**config.mk**
```make
export PLATFORM = sky130hd
export DESIGN_NAME = segment_search_engine
export DESIGN_NICKNAME = d
export VERILOG_FILES = /design/src/rtl/segment_search_engine.sv
export SDC_FILE = /design/constraint.sdc
export NUM_CORES = 1
export LEC_CHECK = 0
export ABC_AREA = 1
export ABC_CLOCK_PERIOD_IN_PS = 2900
export CORE_MARGIN = 1
export CORE_UTILIZATION = 45
export DETAILED_ROUTE_END_ITERATION = 7
export PLACE_DENSITY = 0.75
export SYNTH_ARGS = -nofsm -noshare
export SYNTH_HDL_FRONTEND = slang
export SYNTH_SLANG_ARGS = --single-unit
```
**constraint.sdc**
```tcl
create_clock -name clk -period 2.9 [get_ports clk]
set_clock_uncertainty 0.2 [all_clocks]
set_input_delay 0.87 -clock clk [delete_from_list [all_inputs] [get_ports clk]]
set_output_delay 0.87 -clock clk [all_outputs]
set_load 0.01 [all_outputs]
```
**src/rtl/segment_search_engine.sv**
```systemverilog
// -----------------------------------------------------------------------------
// segment_search_engine
//
// Splits a search key into FRAGMENTS fragments and, one fragment at a time,
// reads a rule segment from SDRAM at address {fragment index, key fragment}.
// The rule returned for fragment 0 becomes the candidate; the search hits
// only if every returned segment is valid and carries the candidate's rule id.
// One read is outstanding at a time. The result is reported with a one-cycle
// o_result_valid pulse; the result fields hold until the next result.
//
// Segment layout, MSB to LSB: {status[1:0], id, maskid, key, priority}
//   status[1] = segment valid, status[0] and the key field are not used.
//
// Ports
//   clk, reset             clock, asynchronous active-high reset
//   i_search_valid         search request
//   o_search_ready         engine idle, a request is accepted this cycle
//   i_search_key           key to search (KWID bits)
//   o_sdram_read           read request, held while i_sdram_waitrequest
//   o_sdram_address        segment address (ADDR_WID bits)
//   i_sdram_waitrequest    SDRAM stall
//   i_sdram_readdatavalid  read return strobe
//   i_sdram_readdata       returned segment (SEGWID bits)
//   o_result_valid         one-cycle result strobe
//   o_result_hit           all fragments matched the candidate rule
//   o_result_id            candidate rule id
//   o_result_maskid        candidate mask id
//   o_result_priority      candidate priority
//
// Build option
//   SEGMENT_SEARCH_EARLY_EXIT_EN  when defined, the search finishes as soon as
//                                 a returned fragment rules out a hit, instead
//                                 of reading all FRAGMENTS fragments.
// -----------------------------------------------------------------------------
module segment_search_engine #(
    parameter  int DATA_BITS = 10,
    parameter  int FRAGMENTS = 5,
    parameter  int FRAG_BITS = 3,
    parameter  int IDWID     = 2,
    parameter  int MASKWID   = 5,
    localparam int PRIOWID   = IDWID,
    localparam int FRAG_WID  = DATA_BITS / FRAGMENTS,
    localparam int ADDR_WID  = FRAG_BITS + FRAG_WID,
    localparam int KWID      = DATA_BITS,
    localparam int SEGWID    = 2 + IDWID + MASKWID + KWID + PRIOWID
) (
    input  logic                clk,
    input  logic                reset,
    input  logic                i_search_valid,
    output logic                o_search_ready,
    input  logic [KWID-1:0]     i_search_key,
    output logic                o_sdram_read,
    output logic [ADDR_WID-1:0] o_sdram_address,
    input  logic                i_sdram_waitrequest,
    input  logic                i_sdram_readdatavalid,
    input  logic [SEGWID-1:0]   i_sdram_readdata,
    output logic                o_result_valid,
    output logic                o_result_hit,
    output logic [IDWID-1:0]    o_result_id,
    output logic [MASKWID-1:0]  o_result_maskid,
    output logic [PRIOWID-1:0]  o_result_priority
);

    localparam logic [FRAG_BITS-1:0] LAST_FRAG = FRAG_BITS'(FRAGMENTS - 1);

    typedef enum logic [1:0] {
        S_IDLE,
        S_ISSUE,
        S_WAIT,
        S_DONE
    } state_t;

    state_t               state;
    logic [KWID-1:0]      key_reg;
    logic [FRAG_BITS-1:0] frag_idx;
    logic                 hit;
    logic [IDWID-1:0]     cand_id;
    logic [MASKWID-1:0]   cand_maskid;
    logic [PRIOWID-1:0]   cand_prio;

    // Decoded fields of the returned segment
    logic [1:0]           seg_status;
    logic [IDWID-1:0]     seg_id;
    logic [MASKWID-1:0]   seg_maskid;
    logic [KWID-1:0]      seg_key;
    logic [PRIOWID-1:0]   seg_prio;
    logic                 unused_seg_bits;

    // Candidate and hit as they stand once the current return is absorbed
    logic                 frag_is_first;
    logic                 frag_is_last;
    logic [IDWID-1:0]     cand_id_n;
    logic [MASKWID-1:0]   cand_maskid_n;
    logic [PRIOWID-1:0]   cand_prio_n;
    logic                 hit_n;
    logic                 early_exit;

    // Next fragment index and the key fragment it addresses
    logic [FRAG_BITS-1:0] next_frag;
    logic [FRAG_WID-1:0]  next_frag_key;

    always_comb begin
        seg_status      = i_sdram_readdata[SEGWID-1 -: 2];
        seg_id          = i_sdram_readdata[SEGWID-3 -: IDWID];
        seg_maskid      = i_sdram_readdata[PRIOWID+KWID +: MASKWID];
        seg_key         = i_sdram_readdata[PRIOWID +: KWID];
        seg_prio        = i_sdram_readdata[PRIOWID-1:0];
        unused_seg_bits = ^{seg_status[0], seg_key};
    end

    always_comb begin
        frag_is_first = (frag_idx == '0);
        frag_is_last  = (frag_idx == LAST_FRAG);

        // Fragment 0 defines the candidate, so its fields are used directly
        // when the result is taken from the same return that loads them.
        cand_id_n     = frag_is_first ? seg_id     : cand_id;
        cand_maskid_n = frag_is_first ? seg_maskid : cand_maskid;
        cand_prio_n   = frag_is_first ? seg_prio   : cand_prio;

        hit_n = (frag_is_first ? 1'b1 : hit)
              & seg_status[1]
              & (frag_is_first | (seg_id == cand_id));

`ifdef SEGMENT_SEARCH_EARLY_EXIT_EN
        early_exit = ~hit_n;
`else
        early_exit = 1'b0;
`endif
    end

    always_comb begin
        next_frag     = frag_idx + FRAG_BITS'(1);
        next_frag_key = '0;
        for (int unsigned i = 0; i < FRAGMENTS; i++) begin
            if (next_frag == FRAG_BITS'(i)) begin
                next_frag_key = key_reg[i*FRAG_WID +: FRAG_WID];
            end
        end
    end

    always_ff @(posedge clk or posedge reset) begin
        if (reset) begin
            state             <= S_IDLE;
            key_reg           <= '0;
            frag_idx          <= '0;
            hit               <= 1'b0;
            cand_id           <= '0;
            cand_maskid       <= '0;
            cand_prio         <= '0;
            o_search_ready    <= 1'b1;
            o_sdram_read      <= 1'b0;
            o_sdram_address   <= '0;
            o_result_valid    <= 1'b0;
            o_result_hit      <= 1'b0;
            o_result_id       <= '0;
            o_result_maskid   <= '0;
            o_result_priority <= '0;
        end else begin
            case (state)
                S_IDLE: begin
                    if (i_search_valid) begin
                        key_reg         <= i_search_key;
                        frag_idx        <= '0;
                        hit             <= 1'b1;
                        o_sdram_read    <= 1'b1;
                        o_sdram_address <= {{FRAG_BITS{1'b0}}, i_search_key[FRAG_WID-1:0]};
                        o_search_ready  <= 1'b0;
                        state           <= S_ISSUE;
                    end
                end

                S_ISSUE: begin
                    // Address and read stay put until the SDRAM takes them
                    if (!i_sdram_waitrequest) begin
                        o_sdram_read <= 1'b0;
                        state        <= S_WAIT;
                    end
                end

                S_WAIT: begin
                    if (i_sdram_readdatavalid) begin
                        hit         <= hit_n;
                        cand_id     <= cand_id_n;
                        cand_maskid <= cand_maskid_n;
                        cand_prio   <= cand_prio_n;
                        if (frag_is_last || early_exit) begin
                            o_result_valid    <= 1'b1;
                            o_result_hit      <= hit_n;
                            o_result_id       <= cand_id_n;
                            o_result_maskid   <= cand_maskid_n;
                            o_result_priority <= cand_prio_n;
                            state             <= S_DONE;
                        end else begin
                            frag_idx        <= next_frag;
                            o_sdram_read    <= 1'b1;
                            o_sdram_address <= {next_frag, next_frag_key};
                            state           <= S_ISSUE;
                        end
                    end
                end

                S_DONE: begin
                    o_result_valid <= 1'b0;
                    o_search_ready <= 1'b1;
                    frag_idx       <= '0;
                    state          <= S_IDLE;
                end

                default: begin
                    o_search_ready <= 1'b1;
                    o_sdram_read   <= 1'b0;
                    o_result_valid <= 1'b0;
                    frag_idx       <= '0;
                    state          <= S_IDLE;
                end
            endcase
        end
    end

endmodule

```
After elaboration in Yosys (flattened, before gate mapping)
Cells that the tools add are included.
{"block": "word_totals", "elab_cells": 85, "inputBits": 36, "out_inout_bits": 18, "regBits": 43}
{"block": "classes", "reduce_logical": 18, "mux": 34, "add_sub_neg": 1, "bitwise": 3, "n_eq_ne": 14}
{"op": "$mux W2", "count": 11}
{"op": "$mux W5", "count": 4}
{"op": "$reduce_and A3 Y1", "count": 4}
{"op": "$ne A2 B2 Y1 const B", "count": 5}
{"op": "$pmux W5 S2", "count": 1}
{"op": "$mux W1", "count": 9}
{"op": "$mux W3", "count": 3}
{"op": "$pmux W3 S3", "count": 1}
{"op": "$pmux W2 S4", "count": 1}
{"op": "$reduce_and A4 Y1", "count": 2}
{"op": "$eq A3 B2 Y1 const B", "count": 2}
{"op": "$eq A3 B3 Y1 const B", "count": 2}
{"op": "$logic_not A3 Y1", "count": 2}
{"op": "$pmux W1 S2", "count": 3}
{"op": "$reduce_and A2 Y1", "count": 3}
{"op": "$reduce_bool A2 Y1", "count": 3}
{"op": "$reduce_bool A3 Y1", "count": 2}
{"op": "$reduce_and A5 Y1", "count": 1}
{"op": "$eq A2 B2 Y1 const B", "count": 2}
{"op": "$add A3 B1 Y3 const B", "count": 1}
{"op": "$eq A3 B1 Y1 const B", "count": 1}
{"op": "$pmux W1 S3", "count": 1}
{"op": "$and A1 B1 Y1", "count": 2}
{"op": "$eq A2 B1 Y1 const B", "count": 1}
{"op": "3 further kinds", "count": 3}

Logic depth before layout (Yosys ltp)
Gate-level depths: netlist (run 1).
{"block": "logic_depth", "depth_word": 10, "ltp_mapped": 12, "mapped_depth_nobuf": 12}

Worst setup path before layout (run 1)
OpenSTA, ideal clock, no wires.
{"block": "synth_path", "path_kind": "register -> register", "startpoint": "register frag_idx[0]", "endpoint": "register o_result_id[1]", "stages_incl_launch_ff": 12, "required_time_ns": 2.574, "setup_ns": 0.126, "period_less_slack_ns": 1.829, "arrival_ns": 1.503, "slack_ns": 1.071, "cell_sequence": "dfrtp_1 -> inv_1 -> ha_1 -> buf_2 -> nand3_2 -> nor2_2 -> inv_1 -> nor2_2 -> inv_1 -> buf_2 -> nand2_1 -> o21ai_1"}
{"block": "synth_via", "elab_chain_len": 2, "word_cells_on_any_way": 4, "classes_between": "eq/ne: 1; mux: 1; reduce/logical: 2"}
{"element": "from (decl)", "line_no": "75", "text": "logic [FRAG_BITS-1:0] frag_idx;"}
{"element": "from (signal assigned)", "line_no": "195", "text": "frag_idx <= next_frag;"}
{"element": "$eq A3 B3 Y1 / $logic_not A3 Y1 (equally long branches)", "line_no": "113, 112"}
{"element": "$reduce_and A3 Y1 (no line) / $mux W2 (equally long branches)"}
{"element": "to (signal assigned)", "line_no": "190", "text": "o_result_id <= cand_id_n;"}
{"element": "to (decl)", "line_no": "59", "text": "output logic [IDWID-1:0] o_result_id,"}
Parallel ways exist; a longest one is shown, timed or not.
A chain may end at the register's enable or synchronous reset.

Final worst setup path (run 1)
{"block": "layout_path", "startpoint": "register o_search_ready", "endpoint": "output o_search_ready"}
{"element": "from (decl)", "line_no": "50", "text": "output logic o_search_ready,"}
{"element": "from (signal assigned)", "line_no": "151", "text": "o_search_ready <= 1'b1;"}
{"element": "from (signal assigned)", "line_no": "168", "text": "o_search_ready <= 1'b0;"}
{"element": "from (signal assigned)", "line_no": "205", "text": "o_search_ready <= 1'b1;"}
No word-level cell between the ends.

==> results of run 1 <==
==> per-stage QoR <==
stage	worst slack, ns	utilization, %	hold WS (ns)	instances
after detailed placement	0.593	58.0	0.254	341
after floorplan	0.829	-	0.244	251
final	0.480	60.7	0.265	349
after global placement	0.594	58.0	0.249	341
after CTS	0.475	60.7	0.266	349
after global routing	0.447	60.7	0.311	349
==> power by group <==
part	switching (mW)	total, mW	internal [mW]
registers	0.109	0.906	0.797
logic	0.461	0.778	0.317
clock network	0.211	0.490	0.279
==> per-layer routing <==
metal | share of wire, % | global-route usage [%] | routed length, um
met1 | 50 | 25.9 | 2080
met3 | 4.3 | 3.49 | 182
met5 | 0 | 0 | 0
met4 | 1.3 | 6.89 | 56
met2 | 45 | 29.7 | 1880
==> worst paths after layout <==
check                                    start             end  slack [ns]  cells past startpoint
worst min-delay path            o_search_ready  o_search_ready        0.26                      2
max in group asynchronous                reset     frag_idx[1]        1.32                      3
worst max-delay path            o_search_ready  o_search_ready        0.48                      1
worst min register to register  o_search_ready  o_search_ready        0.26                      2
min in group asynchronous                reset  cand_maskid[3]        0.81                      3
worst max register to register     frag_idx[0]  cand_maskid[2]        0.78                      5
==> cell usage in the layout, fill, tap and decap left out, types with 2 or more instances in the layout <==
| cell type | Yosys | layout |
|---|---|---|
| o211ai_1 | 7 | 7 |
| nand3_1 | 12 | 12 |
| nor2_2 | 3 | 3 |
| nand3_2 | 2 | 2 |
| a21oi_1 | 7 | 7 |
| o21ai_1 | 9 | 9 |
| inv_2 | 3 | 3 |
| nor2_1 | 6 | 6 |
| clkbuf_8 | 0 | 6 |
| inv_1 | 30 | 30 |
| o21ai_0 | 20 | 20 |
| dfrtp_1 | 42 | 42 |
| ha_1 | 5 | 5 |
| nand2_2 | 3 | 3 |
| buf_4 | 1 | 3 |
| nand2_1 | 87 | 87 |
| clkdlybuf4s50_1 | 0 | 42 |
==> kinds of logic (layout without fill, tap and decap cells) <==
group | count (synthesis) | after routing
and+or+nand+nor | 116 | 116
AOI/OAI and AO/OA | 45 | 45
DFF | 43 | 43
buffers and inverters | 41 | 87
adders and majority gates | 5 | 5
xor gates and xnor gates | 1 | 1
==> area by class of cell <==
| class | count | area (sq um) |
|---|---|---|
| Sequential cell | 43 | 1080 |
| Clock buffer | 6 | 82.6 |
| Inverter | 34 | 130 |
| Timing Repair Buffer | 45 | 443 |
| Multi-Input combinational cell | 167 | 827 |
| Fill cell | 387 | 1720 |
| Clock inverter | 2 | 35.0 |
| Tap cell | 52 | 65.1 |
==> results.md, run 1 <==
* Overall routing resource usage at between 10% and 20%
* Sequential fraction of the synthesis area at a little over half
* Number of iterations in the first detailed-routing pass at 4
* Result of the run: completed
* Largest register FFs at 10
* Count of max-cap constraint violations at 0
* Critical path's top delay family: flip-flops
* Main combinational cell family by area after synthesis: simple AND/OR/NAND/NOR gates
* Fraction of final layout cells with drive strength greater than 1 at 9.09%
* Initial core utilization at between 40% and 50%
* Standby leakage power at 1.30 nW
* Count of warnings emitted by yosys at 0
* Required time of the critical path at about 1.8 ns
* Routability cong. at ~0.8
* Kind of start point of the critical path: register
* Crit path DAT at approximately 1.4 ns
* Largest cells by area after synthesis: dfrtp_1 (51%), nand2_1 (16%), inv_1 (5.4%), o21ai_0 (4.8%), ha_1 (3.0%)
* Top-count cell post-synth: nand2_1
* Max rail drop VDD at 0.518 mV
* Global-route wire length before repair at 7240 um
* Avg Cell Area, Syn at around 8.2 sq um
* Layout Area Growth over Synthesis at 28.5%
* Residual antenna-violating net count after detailed routing at 0
* Total setup violations reported at the end of the flow at 0
* Layout net count at 337
* I/O Buffers at 42
* Sum of overflow across all layers after global routing at 0
* Crit path capture type: output port
* Gate count of the mapped netlist at roughly 250
* Areal power density over the cells at 817 mW/mm^2
* Number of synthesized flops with an enable pin at 0
* Buffers & Inverters on Critical Path at 1
* Final number of max-transition violations at 0
* Count of inserted antenna diode cells at 0
* Critical path class: register to output port
* Normalized max-slew margin at about three fifths
* Unrepaired setup endpoints after global routing: false
* Synthesized net count at 292
* Synthesized-area fraction occupied by and/or/nand/nor cells at 24.3%
* Horizontal die dimension at roughly 70 um
* Transition time at the pin with the least slew margin at around 0.57 ns
* Post-layout instance area at 0.00266 sq mm
* # clock sinks at between 40 and 50
* Hold bufs inserted after CTS at 0
* Ys async rst share at 100%
* Residual DRC count at 0
* Adder-cell area share of the yosys netlist at roughly 3%
* Synthesized-area fraction occupied by xor and xnor cells at 0.423%
* Combined area of all synthesized cells at 0.00207 sq mm
* Placed wire-length estimate after detailed placement at between 2000 and 3000 um
* Number of storage elements in the synthesis netlist at 43
* Area share of the leading cell type in the synthesized netlist at around half
* Most frequent cells after synthesis: nand2_1 (87), dfrtp_1 (42), inv_1 (30), o21ai_0 (20), nand3_1 (12)
* Hold/Removal Path Class: register to register
* Number of global-route vias before repair at approximately 1600
* Core region area at ~0.0044 sq mm
* Clock latency of the later-clocked register in the worst-skew pair at about 0.30 ns
* Mux contribution to synthesized area at 0%
* Clock slew at the register clock pins of the worst setup and hold paths at ~0.080 ns
* Maximum level of the CTS H-tree at 2
* Number of top-level pins at 54
* Largest fanout of any net on the critical path at 2
* Post-detailed-route via-to-cell ratio at around 4.8
* CTS Buffer Depth at 2
* Total wire length at approximately 4200 um
* Number of antenna violations at the first check in global routing at 0
* PostCTS Resize Cnt at 0
* Number of library cell types mapped by synthesis at 25
* Std cell rows at 24
* Post-DP Area at approximately 0.0025 sq mm
* Drt wl/cell at 12.0 um
* Largest area contributor in the synthesized netlist: dfrtp_1
* Area enclosed by the die boundary at around 0.005 sq mm
* Fmax achieved at between 400 and 500 MHz
* Library cell used as clock root buffer: clkbuf_8
* Predominant post-synthesis flop cell: dfrtp_1
* Total CTS buffers at 5
* Final count of hold timing violations at 0
* Count of buffers added by post-CTS timing repair for setup at 0
* Critical-path cell with the highest stage delay: dfstp_2
* Vias after detailed routing at approximately 1700
* Max stage delay on crit path at approximately 0.54 ns
* Maximum number of pins on one net before global-route repair at 44
* Post-layout total power at between 2 and 2.5 mW
* Sum of negative setup slack at 0 ns
* Die Span Y at around 70 um
* Shortest clock period the worst path allows after layout at ~2.4 ns
* Critical path, cell by cell: clkdlybuf4s50_1
* Number of violations reported at the end of detailed-routing iteration 0 at roughly 130
* Compound-Gate Fraction of Synth Area at between 10 and 15%
* Crit share post-route at 83.5%
* TritonCTS clock tree: yes
Note: power is estimated with default switching activity, not from simulation.
==> inputs of run 2 (changes only) <==
--- a/config.mk
+++ b/config.mk
@@ -6,11 +6,11 @@
 export NUM_CORES = 1
 export LEC_CHECK = 0
 export ABC_AREA = 1
-export ABC_CLOCK_PERIOD_IN_PS = 2900
+export ABC_CLOCK_PERIOD_IN_PS = 2100
 export CORE_MARGIN = 1
-export CORE_UTILIZATION = 45
+export CORE_UTILIZATION = 44
 export DETAILED_ROUTE_END_ITERATION = 7
-export PLACE_DENSITY = 0.75
+export PLACE_DENSITY = 0.76
 export SYNTH_ARGS = -nofsm -noshare
 export SYNTH_HDL_FRONTEND = slang
 export SYNTH_SLANG_ARGS = --single-unit
==> constraint.sdc (replaced) <==
create_clock -name clk -period 2.1 [get_ports clk]
set_clock_uncertainty 0.2 [all_clocks]
set_input_delay 0.63 -clock clk [delete_from_list [all_inputs] [get_ports clk]]
set_output_delay 0.63 -clock clk [all_outputs]
set_load 0.01 [all_outputs]
==> run 2 against run 1 <==
  * The run now ends with DRC left
  * Hold slack gained 0.0064 ns
  * Flip-flop and latch count is the same
  * Setup slack lost 0.40 ns
  * Utilization grew 0.14 points
  * Combinational power grew 43%
  * Clock power grew 18%
  * Non-clock buffer count grew 6
  * Global-route usage grew 0.13 points
  * Register-to-register slack lost 0.55 ns
  * Cell count grew 1.7%
  * First-iteration DRC count shrank 31%
  * Critical path type unchanged
  * Largest cell class unchanged
  * Largest power group unchanged
==> results.md, run 2 (synthesis gave the netlist of run 1 again) <==
* Vias after detailed routing at around 1700
* Library cell used as clock root buffer: clkbuf_8
* Clock latency of the later-clocked register in the worst-skew pair at 0.29 ns
* Sum of negative setup slack at 0 ns
* Fraction of final layout cells with drive strength greater than 1 at a little over a tenth
* Critical-path cell with the highest stage delay: clkdlybuf4s50_1
* Buffers & Inverters on Critical Path at 1
* Most frequent cells in the layout: nand2_1 (87), dfrtp_1 (42), clkdlybuf4s50_1 (41)
* Areal power density over the cells at 1090 mW/mm^2
* Hold/Removal Path Class: register to register
* DP Cell Count at roughly 350
* Fmax achieved at 494 MHz
* Residual DRC count at 4
* Final number of max-transition violations at 0
* Largest fanout of any net on the critical path at 2
* Count of max-cap constraint violations at 0
* Final std cells w/o fill at between 300 and 400
* Sum of overflow across all layers after global routing at 0
* Horizontal die dimension at 70.6 um
* Largest register FFs at 10
* Maximum number of pins on one net before global-route repair at between 40 and 50
* Leading cell type in the layout, fill and taps excluded: nand2_1
* CTS Buffer Depth at 2
* Kind of start point of the critical path: register
* Number of antenna violations at the first check in global routing at 0
* Overall routing resource usage at between 10% and 20%
* I/O Buffers at 42
* Drt wl/cell at ~12 um
* Filler instances at slightly below 400
* Crit path DAT at roughly 1.2 ns
* Normalized max-slew margin at between 70% and 80%
* Area enclosed by the die boundary at roughly 0.0050 sq mm
* Global-route wire length before repair at 7430 um
* Standby leakage power at 1.32 nW
* TritonCTS clock tree: yes
* Total setup violations reported at the end of the flow at 0
* Fin Hold WS at 0.271 ns
* Total CTS buffers at 5
* Number of global-route vias before repair at roughly 1700
* Count of inserted antenna diode cells at 0
* Post-detailed-route via-to-cell ratio at 4.88
* # clock sinks at 43
* Crit path capture type: output port
* Number of iterations in the first detailed-routing pass at 7
* Die Span Y at about 71 um
* Critical path class: register to output port
* Layout Area Growth over Synthesis at 30.5%
* Critical path, cell by cell: clkdlybuf4s50_1
* Unrepaired setup endpoints after global routing: false
* Placed wire-length estimate after detailed placement at just over 3000 um
* Max rail drop VDD at 0.621 mV
* Layout net count at around 340
* Final count of hold timing violations at 0
* Initial core utilization at 46.6%
* Std cell rows at 24
* Routability cong. at a little over 0.8
* Required time of the critical path at 1.27 ns
* Transition time at the pin with the least slew margin at between 0.3 and 0.4 ns
* Residual antenna-violating net count after detailed routing at 0
* Result of the run: finished, violations left
* Clock slew at the register clock pins of the worst setup and hold paths at about 0.08 ns
* Critical path's top delay family: buffers and inverters
* Violated checks: DRC
* Total wire length at about 4200 um
* Crit share post-route at roughly 96%
* Final Core Density at approximately three fifths
* Maximum level of the CTS H-tree at 2
* Number of top-level pins at 54
* Core region area at ~0.0044 sq mm
* Max stage delay on crit path at about 0.54 ns
* Number of violations reported at the end of detailed-routing iteration 0 at between 80 and 90
* Shortest clock period the worst path allows after layout at around 2.0 ns
run 2: timing repair:
item,in CTS,in global routing
gates resized for setup,1,0
hold buffers,0,0
setup buffers,0,0
endpoints found under the setup margin,1,0
run 2: power breakdown:
part | internal (mW) | switching (mW) | total, mW
sequential | 1.10 | 0.149 | 1.25
clock | 0.299 | 0.281 | 0.580
combinational | 0.462 | 0.645 | 1.11
total | 1.86 | 1.07 | 2.94
run 2: layout make-up:
type	count	area (sq um)	area share (%)
inverter	34	130	4.81
multi-input combinational	167	827	30.6
tap	52	65.1	2.41
timing repair buffer	51	499	18.5
clock inverter	1	7.51	0.278
clock buffer	7	96.3	3.56
sequential	43	1080	39.9
run 2: path summary, 6_finish.rpt:
path | startpoint | end | slack [ns] | cells after the start
worst max-delay path | o_result_valid | o_result_valid | 0.08 | 1
max in group asynchronous | reset | o_search_ready | 0.94 | 3
worst min-delay path | o_search_ready | o_search_ready | 0.27 | 2
min in group asynchronous | reset | o_result_id[1] | 0.50 | 3
worst max register to register | frag_idx[0] | cand_maskid[0] | 0.23 | 8
worst min register to register | o_search_ready | o_search_ready | 0.27 | 2
run 2: layer usage:
layer / up-vias / share of wire [%] / track usage (%)
met5: - / 0 / 0
met4: 0 / 1.0 / 6.22
met3: 4 / 4.7 / 4.70
met2: 39 / 45 / 30.7
met1: 797 / 49 / 25.2
li1: 894 / - / -
run 2: per-stage QoR:
stage | setup slack, ns | power [mW] | area, sq um
finish | 0.0764 | 2.94 | 2700
global route | 0.00934 | 3.20 | 2700
CTS | 0.0684 | 2.96 | 2700
detailed placement | -0.0292 | 2.38 | 2600
global placement | 0.0326 | 2.34 | 2600
floorplan | 0.269 | 2.00 | 2070
